`config.mk`:
```
export PLATFORM = sky130hd
export DESIGN_NAME = seg7_scan_driver_flat
export DESIGN_NICKNAME = d
export VERILOG_FILES = /design/src/rtl/seg7_scan_driver_if.sv /design/src/rtl/seg7_scan_driver.sv /design/src/flat_wrapper.sv
export SDC_FILE = /design/constraint.sdc
export NUM_CORES = 1
export LEC_CHECK = 0
export CORE_MARGIN = 1.5
export CORE_UTILIZATION = 51
export CTS_CLUSTER_SIZE = 24
export DETAILED_ROUTE_END_ITERATION = 10
export MAX_ROUTING_LAYER = met4
export PLACE_DENSITY = 0.73
export SYNTH_ARGS = -nofsm -noshare
export SYNTH_HDL_FRONTEND = slang
export SYNTH_SLANG_ARGS = --single-unit
```
`constraint.sdc`:
```
create_clock -name clk_in -period 2.1 [get_ports clk_in]
set_input_delay 0.63 -clock clk_in [delete_from_list [all_inputs] [get_ports clk_in]]
set_output_delay 0.63 -clock clk_in [all_outputs]
set_load 0.05 [all_outputs]
```
`src/rtl/seg7_scan_driver_if.sv`:
```
// Bundle between the calculator datapath (master) and the display scan driver (slave).
interface seg7_scan_driver_if;
  logic [15:0] value;
  logic [3:0]  dp_en;
  logic [3:0]  blank;
  logic        upd_req;
  logic        upd_busy;
  logic        upd_ack;
  logic [3:0]  an;
  logic [6:0]  seg;
  logic        dp;

  modport master (
    output value, dp_en, blank, upd_req,
    input  upd_busy, upd_ack, an, seg, dp
  );

  modport slave (
    input  value, dp_en, blank, upd_req,
    output upd_busy, upd_ack, an, seg, dp
  );
endinterface

```
`src/rtl/seg7_scan_driver.sv`:
```
// 4-digit multiplexed seven-segment scan driver (active-low anodes/segments).
// Each digit slot opens with an all-off gap to avoid ghosting; new data is
// taken only at frame boundaries so a frame is never torn.
module seg7_scan_driver #(
  parameter int unsigned CLK_HZ      = 100_000_000,
  parameter int unsigned REFRESH_HZ  = 1_000,
  parameter int unsigned BLANK_CYC   = 100,
  parameter bit          LZ_SUPPRESS = 1'b0
) (
  input logic               clk_in,
  input logic               rst_n,
  seg7_scan_driver_if.slave bus
);
  localparam int unsigned DIV = CLK_HZ / REFRESH_HZ;
  localparam int unsigned CW  = (DIV > 1) ? $clog2(DIV) : 1;
  localparam logic [CW-1:0] CNT_LAST  = CW'(DIV - 1);
  localparam logic [CW-1:0] CNT_BLANK = CW'(BLANK_CYC);

  logic [CW-1:0] r_cnt;
  logic [1:0]    r_idx;
  logic [15:0]   r_sh_val, r_pd_val;
  logic [3:0]    r_sh_dp, r_sh_bl, r_pd_dp, r_pd_bl;
  logic          r_busy, r_ack;
  logic [3:0]    r_an;
  logic [6:0]    r_seg;
  logic          r_dp;

  logic          w_wrap, w_frame_end, w_lz, w_dig_off;
  logic [3:0]    w_nib;
  logic [6:0]    w_seg_dec;

  assign w_wrap      = (r_cnt == CNT_LAST);
  assign w_frame_end = w_wrap && (r_idx == 2'd3);

  // Prescaler; digit index advances each time the slot counter wraps.
  always_ff @(posedge clk_in or negedge rst_n) begin
    if (!rst_n) begin
      r_cnt <= '0;
      r_idx <= 2'd0;
    end else if (w_wrap) begin
      r_cnt <= '0;
      r_idx <= r_idx + 2'd1;
    end else begin
      r_cnt <= r_cnt + CW'(1);
    end
  end

  // Update handshake: pending is committed to shadow only at a frame boundary.
  // A request on the boundary cycle itself becomes pending for the next frame.
  always_ff @(posedge clk_in or negedge rst_n) begin
    if (!rst_n) begin
      r_sh_val <= '0;
      r_sh_dp  <= '0;
      r_sh_bl  <= '0;
      r_pd_val <= '0;
      r_pd_dp  <= '0;
      r_pd_bl  <= '0;
      r_busy   <= 1'b0;
      r_ack    <= 1'b0;
    end else begin
      r_ack <= w_frame_end && r_busy;
      if (w_frame_end && r_busy) begin
        r_sh_val <= r_pd_val;
        r_sh_dp  <= r_pd_dp;
        r_sh_bl  <= r_pd_bl;
      end
      if (bus.upd_req) begin
        r_pd_val <= bus.value;
        r_pd_dp  <= bus.dp_en;
        r_pd_bl  <= bus.blank;
        r_busy   <= 1'b1;
      end else if (w_frame_end) begin
        r_busy <= 1'b0;
      end
    end
  end

  assign w_nib = r_sh_val[{r_idx, 2'b00} +: 4];

  // Leading-zero test: this digit and every digit to its left are zero.
  always_comb begin
    w_lz = 1'b0;
    unique case (r_idx)
      2'd0: w_lz = 1'b0;
      2'd1: w_lz = (r_sh_val[15:4] == 12'h000);
      2'd2: w_lz = (r_sh_val[15:8] == 8'h00);
      2'd3: w_lz = (r_sh_val[15:12] == 4'h0);
    endcase
  end

  assign w_dig_off = r_sh_bl[r_idx] | (LZ_SUPPRESS & w_lz);

  // Hex to active-low {g,f,e,d,c,b,a}.
  always_comb begin
    w_seg_dec = 7'h7F;
    unique case (w_nib)
      4'h0: w_seg_dec = 7'b1000000;
      4'h1: w_seg_dec = 7'b1111001;
      4'h2: w_seg_dec = 7'b0100100;
      4'h3: w_seg_dec = 7'b0110000;
      4'h4: w_seg_dec = 7'b0011001;
      4'h5: w_seg_dec = 7'b0010010;
      4'h6: w_seg_dec = 7'b0000010;
      4'h7: w_seg_dec = 7'b1111000;
      4'h8: w_seg_dec = 7'b0000000;
      4'h9: w_seg_dec = 7'b0010000;
      4'hA: w_seg_dec = 7'b0001000;
      4'hB: w_seg_dec = 7'b0000011;
      4'hC: w_seg_dec = 7'b1000110;
      4'hD: w_seg_dec = 7'b0100001;
      4'hE: w_seg_dec = 7'b0000110;
      4'hF: w_seg_dec = 7'b0001110;
    endcase
  end

  // Registered pin drive; blanked slots and digits hold everything off.
  always_ff @(posedge clk_in or negedge rst_n) begin
    if (!rst_n) begin
      r_an  <= 4'b1111;
      r_seg <= 7'b1111111;
      r_dp  <= 1'b1;
    end else if ((r_cnt < CNT_BLANK) || w_dig_off) begin
      r_an  <= 4'b1111;
      r_seg <= 7'b1111111;
      r_dp  <= 1'b1;
    end else begin
      r_an  <= ~(4'b0001 << r_idx);
      r_seg <= w_seg_dec;
      r_dp  <= ~r_sh_dp[r_idx];
    end
  end

  assign bus.upd_busy = r_busy;
  assign bus.upd_ack  = r_ack;
  assign bus.an       = r_an;
  assign bus.seg      = r_seg;
  assign bus.dp       = r_dp;
endmodule
```
`src/flat_wrapper.sv`:
```
// flat-port wrapper written by rule: the top's interface ports become plain ports
module seg7_scan_driver_flat 
#(
  parameter int unsigned CLK_HZ      = 100_000_000,
  parameter int unsigned REFRESH_HZ  = 1_000,
  parameter int unsigned BLANK_CYC   = 100,
  parameter bit          LZ_SUPPRESS = 1'b0
)
  (clk_in, rst_n, bus_value, bus_dp_en, bus_blank, bus_upd_req, bus_upd_busy, bus_upd_ack, bus_an, bus_seg, bus_dp);
  seg7_scan_driver_if bus_i ();
  input logic clk_in;
  input logic rst_n;
  input wire logic [$bits(bus_i.value)-1:0] bus_value;
  input wire logic [$bits(bus_i.dp_en)-1:0] bus_dp_en;
  input wire logic [$bits(bus_i.blank)-1:0] bus_blank;
  input wire logic [$bits(bus_i.upd_req)-1:0] bus_upd_req;
  output wire logic [$bits(bus_i.upd_busy)-1:0] bus_upd_busy;
  output wire logic [$bits(bus_i.upd_ack)-1:0] bus_upd_ack;
  output wire logic [$bits(bus_i.an)-1:0] bus_an;
  output wire logic [$bits(bus_i.seg)-1:0] bus_seg;
  output wire logic [$bits(bus_i.dp)-1:0] bus_dp;
  assign bus_i.value = bus_value;
  assign bus_i.dp_en = bus_dp_en;
  assign bus_i.blank = bus_blank;
  assign bus_i.upd_req = bus_upd_req;
  assign bus_upd_busy = bus_i.upd_busy;
  assign bus_upd_ack = bus_i.upd_ack;
  assign bus_an = bus_i.an;
  assign bus_seg = bus_i.seg;
  assign bus_dp = bus_i.dp;
  seg7_scan_driver #(.CLK_HZ(CLK_HZ), .REFRESH_HZ(REFRESH_HZ), .BLANK_CYC(BLANK_CYC), .LZ_SUPPRESS(LZ_SUPPRESS)) u_core (.clk_in(clk_in), .rst_n(rst_n), .bus(bus_i));
endmodule
```
---- After elaboration in Yosys (flattened, before gate mapping) ----
Memory sizes are Yosys's and may differ from the RTL's.
Index checks and enable logic that the tools add are counted.
operators by class
  add/sub/neg operators ................... 2
  $lt $le $gt $ge ......................... 2
  equality and inequality tests ........... 2
  shift operators ......................... 2
  multiplexer cells ....................... 10
  bitwise gates (word level) .............. 2
  reductions and logical operators ........ 4
operators with widths
  kind                                                                   number
  17-bit by 1-bit adder with 17-bit output, second input constant        1
  17-bit equality test, second input constant                            1
  17-bit by 7-bit < comparator with 1-bit output, second input constant  1
  17-bit 2-to-1 mux                                                      1
  16-bit by 5-bit indexed part select with 4-bit output                  1
  7-bit 2-to-1 mux                                                       1
  1-bit 2-to-1 mux                                                       5
  1-bit binary-select mux with 2-bit select                              2
  4-bit 2-to-1 mux                                                       1
  4-bit inverter                                                         1
  1-bit by 2-bit left shift with 4-bit output, first input constant      1
  2-bit by 3-bit < comparator with 1-bit output, second input constant   1
  2-bit by 1-bit adder with 2-bit output, second input constant          1
  2-bit equality test, second input constant                             1
  1-bit logical AND                                                      2
  2-bit nonzero test                                                     1
  1-bit logical OR                                                       1
  1-bit inverter                                                         1
storage, ports and cells
  bits in registers ....................... 81
  ROM bits ................................ 112
  memories kept ........................... 1
memories
  memory           depth  bits a word  read ports  clocked after Yosys merged registers in  wr ports  RTL line                text
  (no name shown)  16     7            1           0                                        0         seg7_scan_driver.sv:96  unique case (w_nib)

---- Logic depth before layout (Yosys ltp) ----
  depth after elaboration ................. 4
  depth in mapped cells ................... 7
  mapped depth without buffers ............ 6

---- Worst setup path before layout ----
OpenSTA, ideal clock, no wires.
  kind .................................... register to register
  from .................................... register u_core.r_cnt[11]
  to ...................................... register u_core.r_sh_bl[1]
  setup time .............................. 0.125 ns
  data arrival time ....................... 1.933 ns
  data required time ...................... 1.975 ns
  slack ................................... 0.041 ns
  stages on the path, launching flop included .. 6
  buffers on the path ..................... 1
  period minus slack after synthesis ...... 2.059 ns
  cell sequence ........................... dfrtp_1 or4_4 nor4_4 nand4_4 buf_6 mux2_4
on the way
  word-level cells in the longest chain between the ends .. 3
RTL lines
  what                    RTL line                text
  from (decl)             seg7_scan_driver.sv:19  logic [CW-1:0] r_cnt;
  from (signal assigned)  seg7_scan_driver.sv:44  r_cnt <= r_cnt + CW'(1);
  17-bit equality test    seg7_scan_driver.sv:32  assign w_wrap = (r_cnt == CNT_LAST);
  1-bit logical AND       seg7_scan_driver.sv:33  assign w_frame_end = w_wrap && (r_idx == 2'd3);
  1-bit logical AND       seg7_scan_driver.sv:62  if (w_frame_end && r_busy) begin
  to (signal assigned)    seg7_scan_driver.sv:65  r_sh_bl <= r_pd_bl;
  to (decl)               seg7_scan_driver.sv:22  logic [3:0] r_sh_dp, r_sh_bl, r_pd_dp, r_pd_bl;
Every way passes these cells.
A chain may end at the register's enable or synchronous reset.

---- Worst setup path in the final report ----
  from .................................... register u_core.r_cnt[5]
  to ...................................... register u_core.r_sh_val[3]
on the way
  word-level cells in the longest chain between the ends .. 3
RTL lines
  what                  RTL line                text
  17-bit equality test  seg7_scan_driver.sv:32
  1-bit logical AND     seg7_scan_driver.sv:33
  1-bit logical AND     seg7_scan_driver.sv:62
  to (signal assigned)  seg7_scan_driver.sv:63  r_sh_val <= r_pd_val;
  to (decl)             seg7_scan_driver.sv:21  logic [15:0] r_sh_val, r_pd_val;
Every way passes these cells.

==> out/summary.txt <==
DRT Wirelength = 6390 µm
Comb pwr share = 5.1%
Die Width = 88.4 µm
WL per Instance = 14.9 µm
Placement Cell Area = 0.00431 mm²
Worst Hold Class = primary input to asynchronous set/reset pin
Cts repair resizes = 0
DR DRC count = 0
H-tree Lvls = 3
DIE HEIGHT = 88.4 µm
Critical path endpoint category = register
Share of cells above drive strength 1 = 36.1%
Largest net degree at the start of global routing = 33
GP Congestion = 0.935
Post-Synthesis Cell Area = 0.00372 mm²
Final setup violation count = 0
RSZ-0062 raised after global routing = no
Io pins = 41
Worst Setup Slack, final = 68.5 ps
WS Path Type = register to register
Inst Count DP = 412
Number of port buffers = 40
Fmax = 0.492 GHz
Clock skew = 9.43 ps
Max_cap viols = 0
Post-Layout Inst Area = 0.00451 mm²
CTS max path bufs = 2
Synth Area per Inst = 13.8 µm²
Initial antenna violation count = 0
Final hold violation count = 0
Fin Setup TNS = 0 ps
Sequential share of power = 55.6%
Peak supply drop = 0.000365 V
Fin nets = 365
Number of global-route vias before repair = 2250
N_diodes = 0
Multi-input logic area = 0.00160 mm²
Fin crit share = 96.7%
Post-Syn Nets = 308
Final Max Tran Viols = 0
HPWL after DPL = 4610 µm
TritonCTS buffer count = 9
Clock network power share = 39.3%
Root Buffer = clkbuf_8
Sw frac = 23.1%
Clock Sinks = 81
Slew margin rel. = 71.2%
DRT Pass-1 Iters = 4
CORE AREA = 0.00691 mm²
Ys Warns = 0
Crit Path Max Fanout = 24
Tot Pwr = 0.00293 W
First-pass GRT wire length = 10900 µm
Flops & latches, synth = 81
Cells after synthesis = 270
Sw power = 0.000678 W
Asr flop ratio synth = 100%
Crit path DAT = 2270 ps
Non-Filler Instances = 428
Critical path required time = 2340 ps
Pleak = 2.04 nW
Initial Util = 53.9%
Int Power = 0.00226 W
Routed vias/inst = 5.18
CTS tree = done
Status = finished clean
Clock Pin Slew Worst Setup and Hold Paths = 80 ps
Total congestion overflow = 0
Area Growth Syn to Fin = 21.3%
Slew @ Worst Pin = 426 ps
Total GRT Usage = 19.4%
Row count = 30
Drt first-iter violations = 127
DP Worst Slack = 74.4 ps
Die area = 0.00782 mm²
Total power per unit cell area = 650 mW/mm²
FF+latch area = 0.00204 mm²
Routed Antenna Nets = 0
Min Tclk post-route = 2030 ps
Clock latency on the worst-skew pair = 360 ps
Netlist cell types = 41
# fillers = 527
Most used DFF post-synth = dfrtp_1
CP Launch Type = register
DR vias = 2219
Post-synth EDFFs = 0
Seq/Total Area, Yosys = 54.9%
[cell type report]
type,instances,share of cell area [%]
Inverter,5,0.416
Multi-Input combinational cell,173,35.5
Sequential cell,81,45.2
Tap cell,96,2.66
Timing Repair Buffer,57,11.7
Clock buffer,9,2.74
Clock inverter,7,1.75
[logic make-up after synthesis]
| group | count (synthesis) | synth area share [%] |
|---|---|---|
| XOR/XNOR | 18 | 4.24 |
| flip-flops | 81 | 54.9 |
| buffers and inverters | 16 | 2.08 |
| AO/OA/AOI/OAI | 18 | 3.19 |
| multiplexers | 58 | 21.6 |
| AND/OR/NAND/NOR | 68 | 10.3 |
| adder cells (fa/ha/maj) | 11 | 3.70 |
[through the flow]
step	hold slack (ps)	utilization, %
floorplan	334	-
global placement	485	62.4
detailed placement	493	62.4
CTS	214	65.3
global route	225	65.3
finish	196	65.3
[flip-flops by register name, summed over array words and instances, names as in the netlist]
signal	flops
u_core.bus.dp	1
u_core.bus.upd_ack	1
u_core.r_sh_val	16
u_core.bus.an	4
u_core.r_pd_bl	4
u_core.bus.upd_busy	1
u_core.r_sh_bl	4
u_core.r_sh_dp	4
u_core.r_pd_val	16
u_core.r_idx	2
u_core.r_pd_dp	4
u_core.r_cnt	17
u_core.bus.seg	7
[worst max-delay path, cell delays in order (launching register included)]
cell and delay (ps):
dfrtp_1 380, or4bb_1 580, nor4_4 310, nand4_4 140, buf_12 200, mux2_4 310
[what timing repair did]
item | 4_1_cts | 5_1_grt
hold buffers | 0 | 0
endpoints found under the setup margin | 0 | 1
setup buffers | 0 | 0
[cell usage in the layout (no fill, tap or decap), drive strengths merged, types with 4 or more instances in the layout]
| cell | synthesis | final |
|---|---|---|
| mux4 | 7 | 7 |
| clkdlybuf4s50 | 0 | 25 |
| nand3 | 11 | 11 |
| xnor2 | 7 | 7 |
| mux2 | 49 | 49 |
| nor2 | 13 | 13 |
| nand2 | 19 | 19 |
| o21ai | 6 | 6 |
| dfrtp | 69 | 69 |
| inv | 5 | 6 |
| xor2 | 11 | 11 |
| dfstp | 12 | 12 |
| buf | 4 | 32 |
| ha | 11 | 11 |
| o211ai | 4 | 4 |
| clkbuf | 7 | 9 |
[per-layer routing]
| metal | GRT usage [%] | vias to the layer above | wire, µm |
|---|---|---|---|
| li1 | - | 1075 | - |
| met1 | 26.2 | 1082 | 3070 |
| met2 | 29.1 | 54 | 2970 |
| met3 | 3.92 | 8 | 257 |
| met4 | 7.24 | 0 | 91 |
| met5 | - | - | 0 |
[power groups by stage]
stage / clock [W] / combinational [W] / sequential (W)
after floorplan: 0 / 0.0000573 / 0.00165
after detailed placement: 0 / 0.000155 / 0.00166
final: 0.00115 / 0.000150 / 0.00163
after CTS: 0.00119 / 0.000155 / 0.00163
after global routing: 0.00126 / 0.000166 / 0.00164
after global placement: 0 / 0.000150 / 0.00166
[synth_stat cells (all sizes together) (5+ instances only)]
cell	instances	area, µm²
clkbuf	7	26.3
xor2	11	96.3
nor2	13	48.8
o21ai	6	30.0
mux4	7	158
dfrtp	69	1730
nand3	11	55.1
dfstp	12	315
ha	11	138
mux2	49	627
xnor2	7	61.3
nand2	19	71.3
inv	5	18.8
[path summary, 6_finish.rpt]
kind | from | endpoint | slack [ps] | depth (start not counted)
min in group clk_in | u_core.r_pd_val[4]$_DFFE_PN0P_ | u_core.r_sh_val[4]$_DFFE_PN0P_ | 510 | 1
hold / removal | rst_n | u_core.r_cnt[6]$_DFF_PN0_ | 200 | 1
setup reg to reg | u_core.r_cnt[5]$_DFF_PN0_ | u_core.r_sh_val[3]$_DFFE_PN0P_ | 70 | 5
max in group asynchronous | rst_n | u_core.bus.an[2]$_DFF_PN1_ | 1320 | 2
hold reg to reg | u_core.r_pd_val[4]$_DFFE_PN0P_ | u_core.r_sh_val[4]$_DFFE_PN0P_ | 510 | 1
setup / recovery | u_core.r_cnt[5]$_DFF_PN0_ | u_core.r_sh_val[3]$_DFFE_PN0P_ | 70 | 5
Note: power is estimated with default switching activity, not from simulation.
